### src/rtl/integer_stream_parser.sv
// Streaming signed integer parser: optional sign, decimal digits, saturating result.
// Define INTEGER_STREAM_PARSER_HEX_EN to also accept a "0x"/"0X" radix-16 prefix.
module integer_stream_parser #(
    parameter int VALUE_WIDTH = 32,
    parameter int CHAR_WIDTH  = 8
) (
    input  logic                   clock,
    input  logic                   reset_n,
    input  logic                   enable,
    input  logic                   start,
    input  logic [CHAR_WIDTH-1:0]  char_in,
    input  logic                   char_valid,
    output logic                   char_ready,
    output logic [VALUE_WIDTH-1:0] value,
    output logic                   done,
    output logic                   overflow,
    output logic                   empty,
    output logic [CHAR_WIDTH-1:0]  term_char
);

    localparam int MW = VALUE_WIDTH + 5;
    localparam logic [VALUE_WIDTH:0] LIM_POS = {2'b00, {(VALUE_WIDTH-1){1'b1}}};
    localparam logic [VALUE_WIDTH:0] LIM_NEG = {2'b01, {(VALUE_WIDTH-1){1'b0}}};

    typedef enum logic [2:0] {
        S_IDLE,
        S_SIGNED,
        S_ZERO,
`ifdef INTEGER_STREAM_PARSER_HEX_EN
        S_HEXPFX,
`endif
        S_DIGITS,
        S_DONE
    } state_t;

    state_t                 state_q, state_d;
    logic                   neg_q, neg_d;
    logic [VALUE_WIDTH:0]   mag_q, mag_d;
    logic                   ovf_q, ovf_d;
    logic [VALUE_WIDTH-1:0] value_q;
    logic                   done_q;
    logic                   empty_q;
    logic [CHAR_WIDTH-1:0]  term_q;
    logic                   fin, fin_empty;

    logic [7:0]             c;
    logic                   dec_ok, dig_ok, acc_ovf, xfer;
    logic [3:0]             dig_val;
    logic [4:0]             radix;
    logic [MW-1:0]          acc_full;
    logic [VALUE_WIDTH:0]   lim_mag, acc_mag;

    function automatic logic [VALUE_WIDTH:0] saturate(input logic [MW-1:0] acc,
                                                      input logic [VALUE_WIDTH:0] lim);
        return (acc > MW'(lim)) ? lim : acc[VALUE_WIDTH:0];
    endfunction

    function automatic logic [VALUE_WIDTH-1:0] to_value(input logic neg,
                                                        input logic [VALUE_WIDTH-1:0] m);
        return neg ? (~m + 1'b1) : m;
    endfunction

    assign c          = char_in[7:0];
    assign char_ready = reset_n && enable && (state_q != S_DONE);
    assign xfer       = char_valid && char_ready;
    assign dec_ok     = (c >= 8'h30) && (c <= 8'h39);

`ifdef INTEGER_STREAM_PARSER_HEX_EN
    logic       hex_q, hex_d;
    logic [7:0] lc;
    logic       alpha_ok;

    // Folding bit 5 maps 'A'-'F' onto 'a'-'f'; both have low nibble 1..6.
    assign lc       = c | 8'h20;
    assign alpha_ok = (lc >= 8'h61) && (lc <= 8'h66);
    assign dig_ok   = dec_ok || (hex_q && alpha_ok);
    assign dig_val  = dec_ok ? c[3:0] : (c[3:0] + 4'd9);
    assign radix    = hex_q ? 5'd16 : 5'd10;
`else
    assign dig_ok   = dec_ok;
    assign dig_val  = c[3:0];
    assign radix    = 5'd10;
`endif

    assign acc_full = MW'(mag_q) * MW'(radix) + MW'(dig_val);
    assign lim_mag  = neg_q ? LIM_NEG : LIM_POS;
    assign acc_ovf  = acc_full > MW'(lim_mag);
    assign acc_mag  = saturate(acc_full, lim_mag);

    always_comb begin
        state_d   = state_q;
        neg_d     = neg_q;
        mag_d     = mag_q;
        ovf_d     = ovf_q;
        fin       = 1'b0;
        fin_empty = 1'b0;
`ifdef INTEGER_STREAM_PARSER_HEX_EN
        hex_d     = hex_q;
`endif
        case (state_q)
            S_IDLE, S_SIGNED: begin
                if (state_q == S_IDLE && c == 8'h2D) begin
                    neg_d   = 1'b1;
                    state_d = S_SIGNED;
                end else if (state_q == S_IDLE && c == 8'h2B) begin
                    state_d = S_SIGNED;
                end else if (dig_ok) begin
                    mag_d   = acc_mag;
                    state_d = (c == 8'h30) ? S_ZERO : S_DIGITS;
                end else begin
                    fin       = 1'b1;
                    fin_empty = 1'b1;
                end
            end
            S_ZERO: begin
`ifdef INTEGER_STREAM_PARSER_HEX_EN
                if (c == 8'h78 || c == 8'h58) begin
                    hex_d   = 1'b1;
                    state_d = S_HEXPFX;
                end else
`endif
                if (dig_ok) begin
                    mag_d   = acc_mag;
                    state_d = S_DIGITS;
                end else begin
                    fin = 1'b1;
                end
            end
`ifdef INTEGER_STREAM_PARSER_HEX_EN
            S_HEXPFX: begin
                if (dig_ok) begin
                    mag_d   = acc_mag;
                    ovf_d   = ovf_q | acc_ovf;
                    state_d = S_DIGITS;
                end else begin
                    fin       = 1'b1;
                    fin_empty = 1'b1;
                end
            end
`endif
            S_DIGITS: begin
                // Saturated digits are still consumed; only the terminator ends the number.
                if (dig_ok) begin
                    mag_d = acc_mag;
                    ovf_d = ovf_q | acc_ovf;
                end else begin
                    fin = 1'b1;
                end
            end
            default: ;
        endcase
        if (fin) state_d = S_DONE;
    end

    always_ff @(posedge clock or negedge reset_n) begin
        if (!reset_n) begin
            state_q <= S_IDLE;
            neg_q   <= 1'b0;
            mag_q   <= '0;
            ovf_q   <= 1'b0;
            value_q <= '0;
            done_q  <= 1'b0;
            empty_q <= 1'b0;
            term_q  <= '0;
`ifdef INTEGER_STREAM_PARSER_HEX_EN
            hex_q   <= 1'b0;
`endif
        end else begin
            done_q <= 1'b0;
            if (enable) begin
                if (start) begin
                    state_q <= S_IDLE;
                    neg_q   <= 1'b0;
                    mag_q   <= '0;
                    ovf_q   <= 1'b0;
                    value_q <= '0;
                    empty_q <= 1'b0;
                    term_q  <= '0;
`ifdef INTEGER_STREAM_PARSER_HEX_EN
                    hex_q   <= 1'b0;
`endif
                end else if (xfer) begin
                    state_q <= state_d;
                    neg_q   <= neg_d;
                    mag_q   <= mag_d;
                    ovf_q   <= ovf_d;
`ifdef INTEGER_STREAM_PARSER_HEX_EN
                    hex_q   <= hex_d;
`endif
                    if (fin) begin
                        value_q <= to_value(neg_q, mag_q[VALUE_WIDTH-1:0]);
                        empty_q <= fin_empty;
                        term_q  <= char_in;
                        done_q  <= 1'b1;
                    end
                end
            end
        end
    end

    assign value     = value_q;
    assign done      = done_q;
    assign overflow  = ovf_q;
    assign empty     = empty_q;
    assign term_char = term_q;

endmodule

### config.mk
export PLATFORM = sky130hd
export DESIGN_NAME = integer_stream_parser
export DESIGN_NICKNAME = d
export VERILOG_FILES = /design/src/rtl/integer_stream_parser.sv
export SDC_FILE = /design/constraint.sdc
export NUM_CORES = 1
export LEC_CHECK = 0
export CAP_MARGIN = 30
export CORE_ASPECT_RATIO = 1.25
export CORE_MARGIN = 4
export CORE_UTILIZATION = 49
export CTS_BUF_LIST = sky130_fd_sc_hd__clkbuf_4 sky130_fd_sc_hd__clkbuf_8
export DETAILED_ROUTE_END_ITERATION = 8
export PLACE_DENSITY = 0.69
export SLEW_MARGIN = 20
export SYNTH_ARGS = -nofsm -noshare
export SYNTH_HDL_FRONTEND = slang
export SYNTH_SLANG_ARGS = --single-unit
export TNS_END_PERCENT = 20
### constraint.sdc
create_clock -name clock -period 7.4 [get_ports clock]
set_clock_uncertainty 0.2 [all_clocks]
set_input_delay 1.48 -clock clock [delete_from_list [all_inputs] [get_ports clock]]
set_output_delay 1.48 -clock clock [all_outputs]
set_load 0.01 [all_outputs]
==> results of run 1 <==
report_power, final:
group	internal (W)	leakage (nW)	switching, W
registers	0.000577	1.05	0.000231
logic	0.00127	2.58	0.00180
clock network	0.000208	0.112	0.000158
total	0.00206	3.73	0.00219
state kept, by name, indices dropped and copies added (netlist names):
name	count
state_q	3
empty	1
overflow	1
value	32
neg_q	1
mag_q	33
done	1
term_char	8
routing by layer:
metal  GRT usage  share of wire
met5           0              0
met1       0.293           0.43
met3      0.0268          0.044
met4      0.0968          0.028
met2       0.414           0.50
cells in the final DEF (no fill, tap or decap), drive strengths merged, types with 8 or more instances in the layout:
cell,instances
a211oi,13
a21o,18
a21oi,53
a221o,34
a22o,32
and2,9
buf,11
clkbuf,11
clkdlybuf4s50,55
dfrtp,80
ha,98
inv,16
nand2,76
nand3,22
nand4,23
nor2,39
nor3,18
nor4,17
o21a,8
o21ai,43
o31ai,17
xnor2,47
xor2,23
kinds of logic (layout without fill, tap and decap cells):
kind of cell | after synthesis | count (layout)
AO/OA/AOI/OAI | 272 | 272
AND/OR/NAND/NOR | 258 | 258
adder cells (fa/ha/maj) | 100 | 100
flip-flops | 80 | 80
XOR/XNOR | 70 | 70
buffers and inverters | 58 | 97
multiplexers | 3 | 3
metrics by stage:
stage          power (W)  cells
2_1_floorplan    0.00307    841
5_1_grt          0.00464   1088
4_1_cts          0.00423   1088
3_3_place_gp     0.00376   1073
3_5_place_dp     0.00386   1073
6_report         0.00425   1088
worst max-delay path, delay by kind of cell:
kind,cells,cell delay (ns)
AOI/OAI and AO/OA,6,1.53
xor gates and xnor gates,1,0.23
adders and majority gates,3,0.68
buffers and inverters,2,0.72
and+or+nand+nor,11,2.31
worst max-delay path by stage:
stage	endpoint	slack, ns
2_1_floorplan	mag_q[25]$_DFFE_PN0P_	1.18
3_3_place_gp	mag_q[29]$_DFFE_PN0P_	0.18
3_5_place_dp	mag_q[7]$_DFFE_PN0P_	0.06
4_1_cts	mag_q[7]$_DFFE_PN0P_	0.40
5_1_grt	mag_q[3]$_DFFE_PN0P_	0.03
6_report	mag_q[7]$_DFFE_PN0P_	0.46
cell type report:
class	instances	area (sq um)
fill	1373	6590
tap	208	260
timing repair buffer	66	641
clock buffer	11	151
inverter	16	60.1
clock inverter	4	76.3
sequential	80	2000
multi-input combinational	703	5360
==> impl_metrics.csv, run 1 <==
group,metric,value,unit
pwr,power_density,497,nW/um^2
floorplanning,core,15100,sq um
worst_hold_path,min_to,"value[5]$_DFFE_PN0P_",
placement,io_buffer_count,56,
clock_network,clock_sinks,80,
synth,syn_avg_cell_area,9.07,sq um
detailed_routing,drtPass1Iterations,5,
final_layout,drive_above_1_share,0.0659,
floorplanning,die-area,17600,sq um
global_routing,grt_overflow,0,
synth,synth-seq-cells,80,
synth,yosys.area_share.simple,0.185,
final_layout,area_delta_synth_final,12.2,%
synth,synth_area,7620,sq um
clock_network,cts.clk_slew.worst_paths,0.07,ns
synth,synth-main-ff-cell,"dfrtp_1",
sta,fin_crit,6.94,ns
floorplanning,start_util,0.504,
sta,rsz0062_at_grt,"no",
clock_network,cts.repair.resized,0,
synth,synth_top_family_by_area,"compound AO/OA/AOI/OAI gates",
synth,yosys.area.top_type,"dfrtp_1",
synth,synth_top_area_frac,0.263,
flow_run,cap_violations,0,
final_layout,n_antenna_cell,0,
clock_network,clk_latency,0.36,ns
synth,synth-seq-area-share,0.263,
detailed_routing,wl,20.8,mm
final_layout,post-route-util,0.565,
floorplanning,num_rows,50,
clock_network,htreeDepth,3,
synth,synth_xor_xnor_area_share,0.0804,
pwr,irDropWorstVdd,0.211,mV
placement,gp_congestion,0.904,
sta,period_share,0.937,
floorplanning,dieHeight,147,microns
detailed_routing,viasPerCell,6.34,
global_routing,grt_pass1_wl,34.4,mm
synth,synthMuxAreaShare,0.00459,
critical_path,cp-startpoint,"char_in[1]",
critical_path,startpoint_type,"primary input",
sta,drv_slew,0,
pwr,p_leak,3.73,nW
critical_path,cp_slowest_cell,"clkdlybuf4s50_1",
worst_hold_path,worst_hold_path_type,"reg2reg",
floorplanning,die_w,120,microns
critical_path,reg2reg_slack,0.63,ns
worst_hold_path,min_path_cells,2,
clock_network,cts_buffer_depth,2,
global_routing,grtUsageTotal,0.236,
sta,worst_slew_pin_slew,0.758,ns
synth,yosysMostFrequentCell,"ha_1",
placement,dpl-instance-area,8300,sq um
critical_path,worstSetupPathType,"in2reg",
critical_path,r2r_start,"mag_q[1]$_DFFE_PN0P_",
synth,ys_types,84,
clock_network,ctsHoldBuffers,0,
placement,hpwl,16.3,mm
clock_network,cts_buffers,9,
sta,slew_headroom,0.493,
synth,synthTopCellsByCount,"ha_1, dfrtp_1, nand2_1, a21oi_1, xnor2_1",
synth,synth_adder_area_share,0.166,
sta,fmax,144,MHz
synth,synthCells,841,
global_routing,grt_pass1_vias,6850,
synth,synth_compound_gate_area_share,0.264,
critical_path,crit_required,7.43,ns
critical_path,endpoint_kind,"flop",
floorplanning,io_pins,57,
detailed_routing,antenna_left,0,
critical_path,worstPathArrival,6.97,ns
clock_network,cts_setup_buffers,0,
sta,layout_setup_ws,0.464,ns
final_layout,fin_area,8550,sq um
clock_network,cts_tree,"built",
final_layout,nets,989,
sta,setup_viol,0,
synth,synth_edf_count,0,
detailed_routing,vias,6902,
critical_path,path_max_fanout,31,
critical_path,slowest_delay,0.49,ns
critical_path,rr_endpoint,"mag_q[7]$_DFFE_PN0P_",
synth,syn-num-nets,954,
sta,final-hold-violation-count,0,
critical_path,cp_cell_sequence,"clkdlybuf4s50_1, ha_1, fa_1, a21o_1, nand2_1, nor3_1, nand4_1, o21bai_1, nor4_4, nand3_2, or2_4, nor4b_4, xor2_1, ha_1, nand4_1, nor3_1, a2111oi_0, a31oi_1, nor3_1, nand4_1, o211a_1, buf_4, a221o_1",
global_routing,grt_max_degree,81,
worst_hold_path,min-delay-start,"value[5]$_DFFE_PN0P_",
global_routing,grt_antenna_before_repair,0,
synth,ys_warn_count,0,
clock_network,cts_root_buffer,"clkbuf_8",
sta,holdWs,0.282,ns
detailed_routing,wl_per_cell,19.1,microns
placement,pre_cts_ws,0.0608,ns
detailed_routing,drc,0,
sta,tns,0,ns
critical_path,reg2regPathDepth,23,
run_status,outcome,"complete, no violations",
detailed_routing,drt_iter0_markers,466,
synth,synthTopCellsByArea,"dfrtp_1, ha_1, xnor2_1, a221o_1, nand2_1",
synth,async_reset_ff_frac,1.00,
Note: power is estimated with default switching activity, not from simulation.
==> run 2: changes to the inputs <==
Settings changed: DONT_BUFFER_PORTS from default to 1, PLACE_DENSITY 0.69 to default.
Clock period 7.4 ns to 7.5 ns, I/O delays scaled along.
==> impl_metrics.csv, run 2 (synthesized netlist as in run 1, its figures left out) <==
group,metric,value,unit
clock_network,clk_latency,0.34,ns
placement,hpwl,15.9,mm
pwr,switching_power,0.00212,W
final_layout,largest_register_ffs,33,
final_layout,most-common-layout-cells,"ha_1, dfrtp_1, nand2_1",
flow_run,cap_violations,0,
sta,holdWs,0.357,ns
pwr,pwr-share-seq,0.208,
sta,fmax,149,MHz
global_routing,grt_pass1_vias,6338,
detailed_routing,wl,20.2,mm
detailed_routing,drc,0,
global_routing,grt_antenna_before_repair,0,
final_layout,drive_above_1_share,0.0657,
clock_network,cts_buffer_depth,2,
pwr,pwr-share-clk,0.089,
critical_path,worstPathArrival,6.76,ns
detailed_routing,drt_iter0_markers,319,
global_routing,grt_max_degree,82,
floorplanning,start_util,0.504,
sta,period_share,0.898,
detailed_routing,drtPass1Iterations,5,
clock_network,cts_root_buffer,"clkbuf_8",
placement,dpl-instance-area,7710,sq um
clock_network,ctsHoldBuffers,0,
sta,drv_slew,0,
sta,final-hold-violation-count,0,
clock_network,cts_buffers,9,
final_layout,fin_area,7960,sq um
run_status,outcome,"complete, no violations",
critical_path,path_max_fanout,31,
critical_path,worstSetupPathType,"reg2reg",
detailed_routing,wl_per_cell,19.6,microns
floorplanning,die-area,17600,sq um
floorplanning,die_w,120,microns
sta,fin_crit,6.73,ns
clock_network,cts.repair.resized,0,
pwr,irDropWorstVdd,0.277,mV
pwr,p_leak,3.52,nW
floorplanning,num_rows,50,
clock_network,cts.clk_slew.worst_paths,0.08,ns
clock_network,htreeDepth,3,
sta,setup_viol,0,
worst_hold_path,worst_hold_path_type,"reg2reg",
critical_path,startpoint_type,"flop",
final_layout,n_antenna_cell,0,
pwr,swShare,0.525,
floorplanning,core,15100,sq um
detailed_routing,vias,6474,
critical_path,endpoint_kind,"flop",
final_layout,post-route-util,0.526,
placement,io_buffer_count,0,
final_layout,regMostFlops,"mag_q",
final_layout,nets,930,
detailed_routing,viasPerCell,6.29,
final_layout,nFillCells,1451,
floorplanning,io_pins,57,
pwr,p_int,0.00192,W
clock_network,cts_setup_buffers,0,
detailed_routing,antenna_left,0,
global_routing,grt_overflow,0,
clock_network,cts_tree,"built",
sta,rsz0062_at_grt,"no",
pwr,power_density,506,nW/um^2
floorplanning,dieHeight,147,microns
final_layout,mostFrequentLayoutCell,"ha_1",
pwr,p_comb_frac,0.703,
clock_network,clock_sinks,80,
placement,gp_congestion,0.907,
sta,slew_headroom,0.548,
critical_path,crit_required,7.53,ns
global_routing,grt_pass1_wl,33.6,mm
global_routing,grtUsageTotal,0.230,
final_layout,area_delta_synth_final,4.43,%
sta,tns,0,ns
sta,worst_slew_pin_slew,0.674,ns
[run 2: final cells by class]
| type | instances | area (sq um) | share of cell area |
|---|---|---|---|
| multi-input combinational | 703 | 5340 | 0.671 |
| sequential | 80 | 2000 | 0.252 |
| tap | 208 | 260 | 0.0327 |
| clock buffer | 11 | 151 | 0.0190 |
| clock inverter | 5 | 78.8 | 0.00990 |
| timing repair buffer | 7 | 65.1 | 0.00817 |
| inverter | 16 | 60.1 | 0.00754 |
[run 2: per-layer routing]
layer | vias to the layer above | routed length (microns) | track usage
met5 | - | 0 | 0
met4 | 0 | 327 | 0.0590
met3 | 22 | 808 | 0.0249
met2 | 144 | 9650 | 0.393
met1 | 3107 | 9420 | 0.312
li1 | 3201 | - | -
[run 2: worst max-delay path, cell delays in order, from the launching register on]
cell and delay, ns:
dfrtp_1 0.49, ha_1 0.33, ha_1 0.17, inv_1 0.06, fa_1 0.38, and2b_1 0.25
o2111ai_2 0.19, nand2_1 0.17, xor2_1 0.26, nand4_1 0.30, nor4_1 0.61, nand3_1 0.23
or2_1 0.32, nor3_1 0.25, xor2_1 0.22, ha_1 0.28, nand2_1 0.10, nor3_1 0.07
a2111oi_0 0.38, a31oi_1 0.14, nor3_1 0.14, nand4_1 0.26, o211a_1 0.29, buf_4 0.23
a221o_1 0.30
[run 2: worst paths after layout]
check / from / to / slack [ns] / depth (start not counted)
min in group asynchronous: reset_n / value[7]$_DFFE_PN0P_ / 0.64 / 0
max reg2reg: mag_q[3]$_DFFE_PN0P_ / mag_q[8]$_DFFE_PN0P_ / 0.77 / 24
max in group asynchronous: reset_n / mag_q[22]$_DFFE_PN0P_ / 6.33 / 0
min: value[7]$_DFFE_PN0P_ / value[7]$_DFFE_PN0P_ / 0.36 / 2
min reg2reg: value[7]$_DFFE_PN0P_ / value[7]$_DFFE_PN0P_ / 0.36 / 2
max: mag_q[3]$_DFFE_PN0P_ / mag_q[8]$_DFFE_PN0P_ / 0.77 / 24
[run 2: through the flow]
step / power [W] / setup WS [ns] / instances
after global routing: 0.00444 / 0.119 / 1030
after CTS: 0.00403 / 0.779 / 1029
final: 0.00403 / 0.766 / 1030
after global placement: 0.00360 / 0.746 / 1013
after detailed placement: 0.00368 / 0.601 / 1013
after floorplan: 0.00303 / 1.26 / 841
[run 2: power groups by stage]
stage                     clock network [W]  registers (W)  logic (W)
after floorplan                           0       0.000750    0.00228
after global placement                    0       0.000843    0.00276
after detailed placement                  0       0.000848    0.00283
after CTS                          0.000364       0.000838    0.00283
after global routing               0.000387       0.000863    0.00319
final                              0.000357       0.000840    0.00284
==> run 3: changes to the inputs <==
Settings changed: CORE_ASPECT_RATIO 1.25 to default.
==> impl_metrics.csv, run 3 (synthesized netlist as in run 1, its figures left out) <==
group,metric,value,unit
critical_path,cp_cell_sequence,"ha_1, ha_1, inv_1, fa_1, and2b_1, o2111ai_2, nand2_1, xor2_1, nand4_1, nor4_2, nand3_2, or2_4, nor4b_4, xor2_1, ha_1, nand4_1, nor3_1, a2111oi_0, a31oi_1, nor3_1, nand4_1, o211a_1, buf_16, a221o_1",
detailed_routing,drtPass1Iterations,4,
floorplanning,core,15200,sq um
critical_path,worstSetupPathType,"reg2reg",
clock_network,cts.repair.resized,0,
placement,dpl-instance-area,7680,sq um
critical_path,worstPathArrival,6.99,ns
sta,fin_crit,6.95,ns
detailed_routing,vias,6586,
detailed_routing,top_layer_used,"met4",
sta,setup_viol,0,
global_routing,grt_overflow,0,
global_routing,grt_antenna_before_repair,0,
final_layout,nets,930,
final_layout,seq_area,2000,sq um
detailed_routing,wirelength_met1,9.52,mm
critical_path,slowest_delay,0.52,ns
detailed_routing,wl_met3,1.06,mm
clock_network,cts_root_buffer,"clkbuf_8",
sta,tns,0,ns
global_routing,grt_pass1_wl,32.7,mm
pwr,p_total,0.00406,W
clock_network,htreeDepth,3,
clock_network,cts_setup_buffers,0,
final_layout,drive_above_1_share,0.0646,
clock_network,cts_tree,"built",
clock_network,ctsHoldBuffers,0,
global_routing,grt_max_degree,82,
detailed_routing,viasPerCell,6.53,
floorplanning,io_pins,57,
sta,drv_slew,0,
sta,slew_headroom,0.513,
placement,hpwl,15.6,mm
final_layout,area_delta_synth_final,4.32,%
detailed_routing,wl_met2,9.00,mm
detailed_routing,wl_per_cell,19.7,microns
critical_path,crit_required,7.54,ns
final_layout,mostFrequentLayoutCell,"ha_1",
placement,dp_cells,992,
critical_path,startpoint_type,"flop",
sta,period_share,0.926,
sta,worst_slew_pin_slew,0.726,ns
flow_run,cap_violations,0,
detailed_routing,drc,0,
critical_path,path_max_fanout,22,
final_layout,multi_input_area,5340,sq um
sta,final-hold-violation-count,0,
placement,gp_congestion,0.866,
critical_path,endpoint_kind,"flop",
global_routing,grt_pass1_vias,6262,
pwr,p_leak,3.51,nW
placement,io_buffer_count,0,
critical_path,reg2regPathDepth,24,
final_layout,largest_register_ffs,33,
run_status,outcome,"complete, no violations",
pwr,irDropWorstVdd,0.186,mV
worst_hold_path,worst_hold_path_type,"reg2reg",
floorplanning,start_util,0.502,
detailed_routing,antenna_left,0,
final_layout,most-common-layout-cells,"ha_1, dfrtp_1, nand2_1",
floorplanning,die_w,133,microns
final_layout,fin_area,7950,sq um
global_routing,grtUsageTotal,0.225,
floorplanning,dieHeight,133,microns
final_layout,n_antenna_cell,0,
clock_network,cts_buffer_depth,2,
clock_network,clk_latency,0.36,ns
final_layout,fin_cells,1009,
detailed_routing,drt_iter0_markers,378,
floorplanning,num_rows,45,
final_layout,regMostFlops,"mag_q",
final_layout,nFillCells,1430,
sta,rsz0062_at_grt,"no",
clock_network,cts_buffers,9,
floorplanning,die-area,17600,sq um
clock_network,clock_sinks,80,
clock_network,cts.clk_slew.worst_paths,0.08,ns
pwr,power_density,510,nW/um^2
critical_path,cp_slowest_cell,"nor4_2",
detailed_routing,wl,19.9,mm
worst_hold_path,min_path_cells,2,
sta,fmax,144,MHz
## run 3: cell count changes in the layout (fill, tap and decap cells not counted), sizes merged
| cell | before | now |
|---|---|---|
| clkbuf | 11 | 10 |
| clkinvlp | 0 | 1 |
| clkinv | 4 | 3 |
## run 3: critical path: cells and delay by family, from the launching register on
kind	cells	cell delay [ns]
fa+ha+maj	4	1.19
simple gates	11	2.64
compound gates	5	1.47
xor+xnor	2	0.53
flops	1	0.49
buf+inv	2	0.29
## run 3: metal layers
metal | track usage | up-vias
met4 | 0.0629 | 0
li1 | - | 3219
met2 | 0.356 | 201
met1 | 0.322 | 3139
met3 | 0.0285 | 27
met5 | 0 | -
## run 3: cell type report
| class | count | area share |
|---|---|---|
| well taps | 188 | 0.0296 |
| clock buffers | 10 | 0.0173 |
| clock inverters | 5 | 0.0102 |
| inverters | 16 | 0.00755 |
| flip-flops and latches | 80 | 0.252 |
| repair buffers | 7 | 0.0116 |
| multi-input cells | 703 | 0.672 |
## run 3: through the flow
| stage | setup WS [ns] | util | hold WS (ns) |
|---|---|---|---|
| after floorplan | 1.26 | - | 0.282 |
| after global placement | 0.468 | 0.505 | 0.332 |
| after detailed placement | 0.287 | 0.505 | 0.340 |
| after CTS | 0.428 | 0.520 | 0.359 |
| after global routing | 0.0737 | 0.523 | 0.377 |
| final | 0.554 | 0.523 | 0.347 |
## run 3: where the power goes
group	total, W	switching, W	internal (W)	leakage [nW]
logic	0.00288	0.00173	0.00115	2.36
registers	0.000832	0.000262	0.000570	1.05
clock network	0.000345	0.000151	0.000194	0.108
## run 3: worst paths after layout
| path | start | slack [ns] | end |
|---|---|---|---|
| max in group asynchronous | reset_n | 6.36 | mag_q[24]$_DFFE_PN0P_ |
| worst max register to register | mag_q[1]$_DFFE_PN0P_ | 0.55 | mag_q[12]$_DFFE_PN0P_ |
| worst min register to register | empty$_DFFE_PN0P_ | 0.35 | empty$_DFFE_PN0P_ |
| worst max-delay path | mag_q[1]$_DFFE_PN0P_ | 0.55 | mag_q[12]$_DFFE_PN0P_ |
| worst min-delay path | empty$_DFFE_PN0P_ | 0.35 | empty$_DFFE_PN0P_ |
| min in group asynchronous | reset_n | 0.62 | value[7]$_DFFE_PN0P_ |
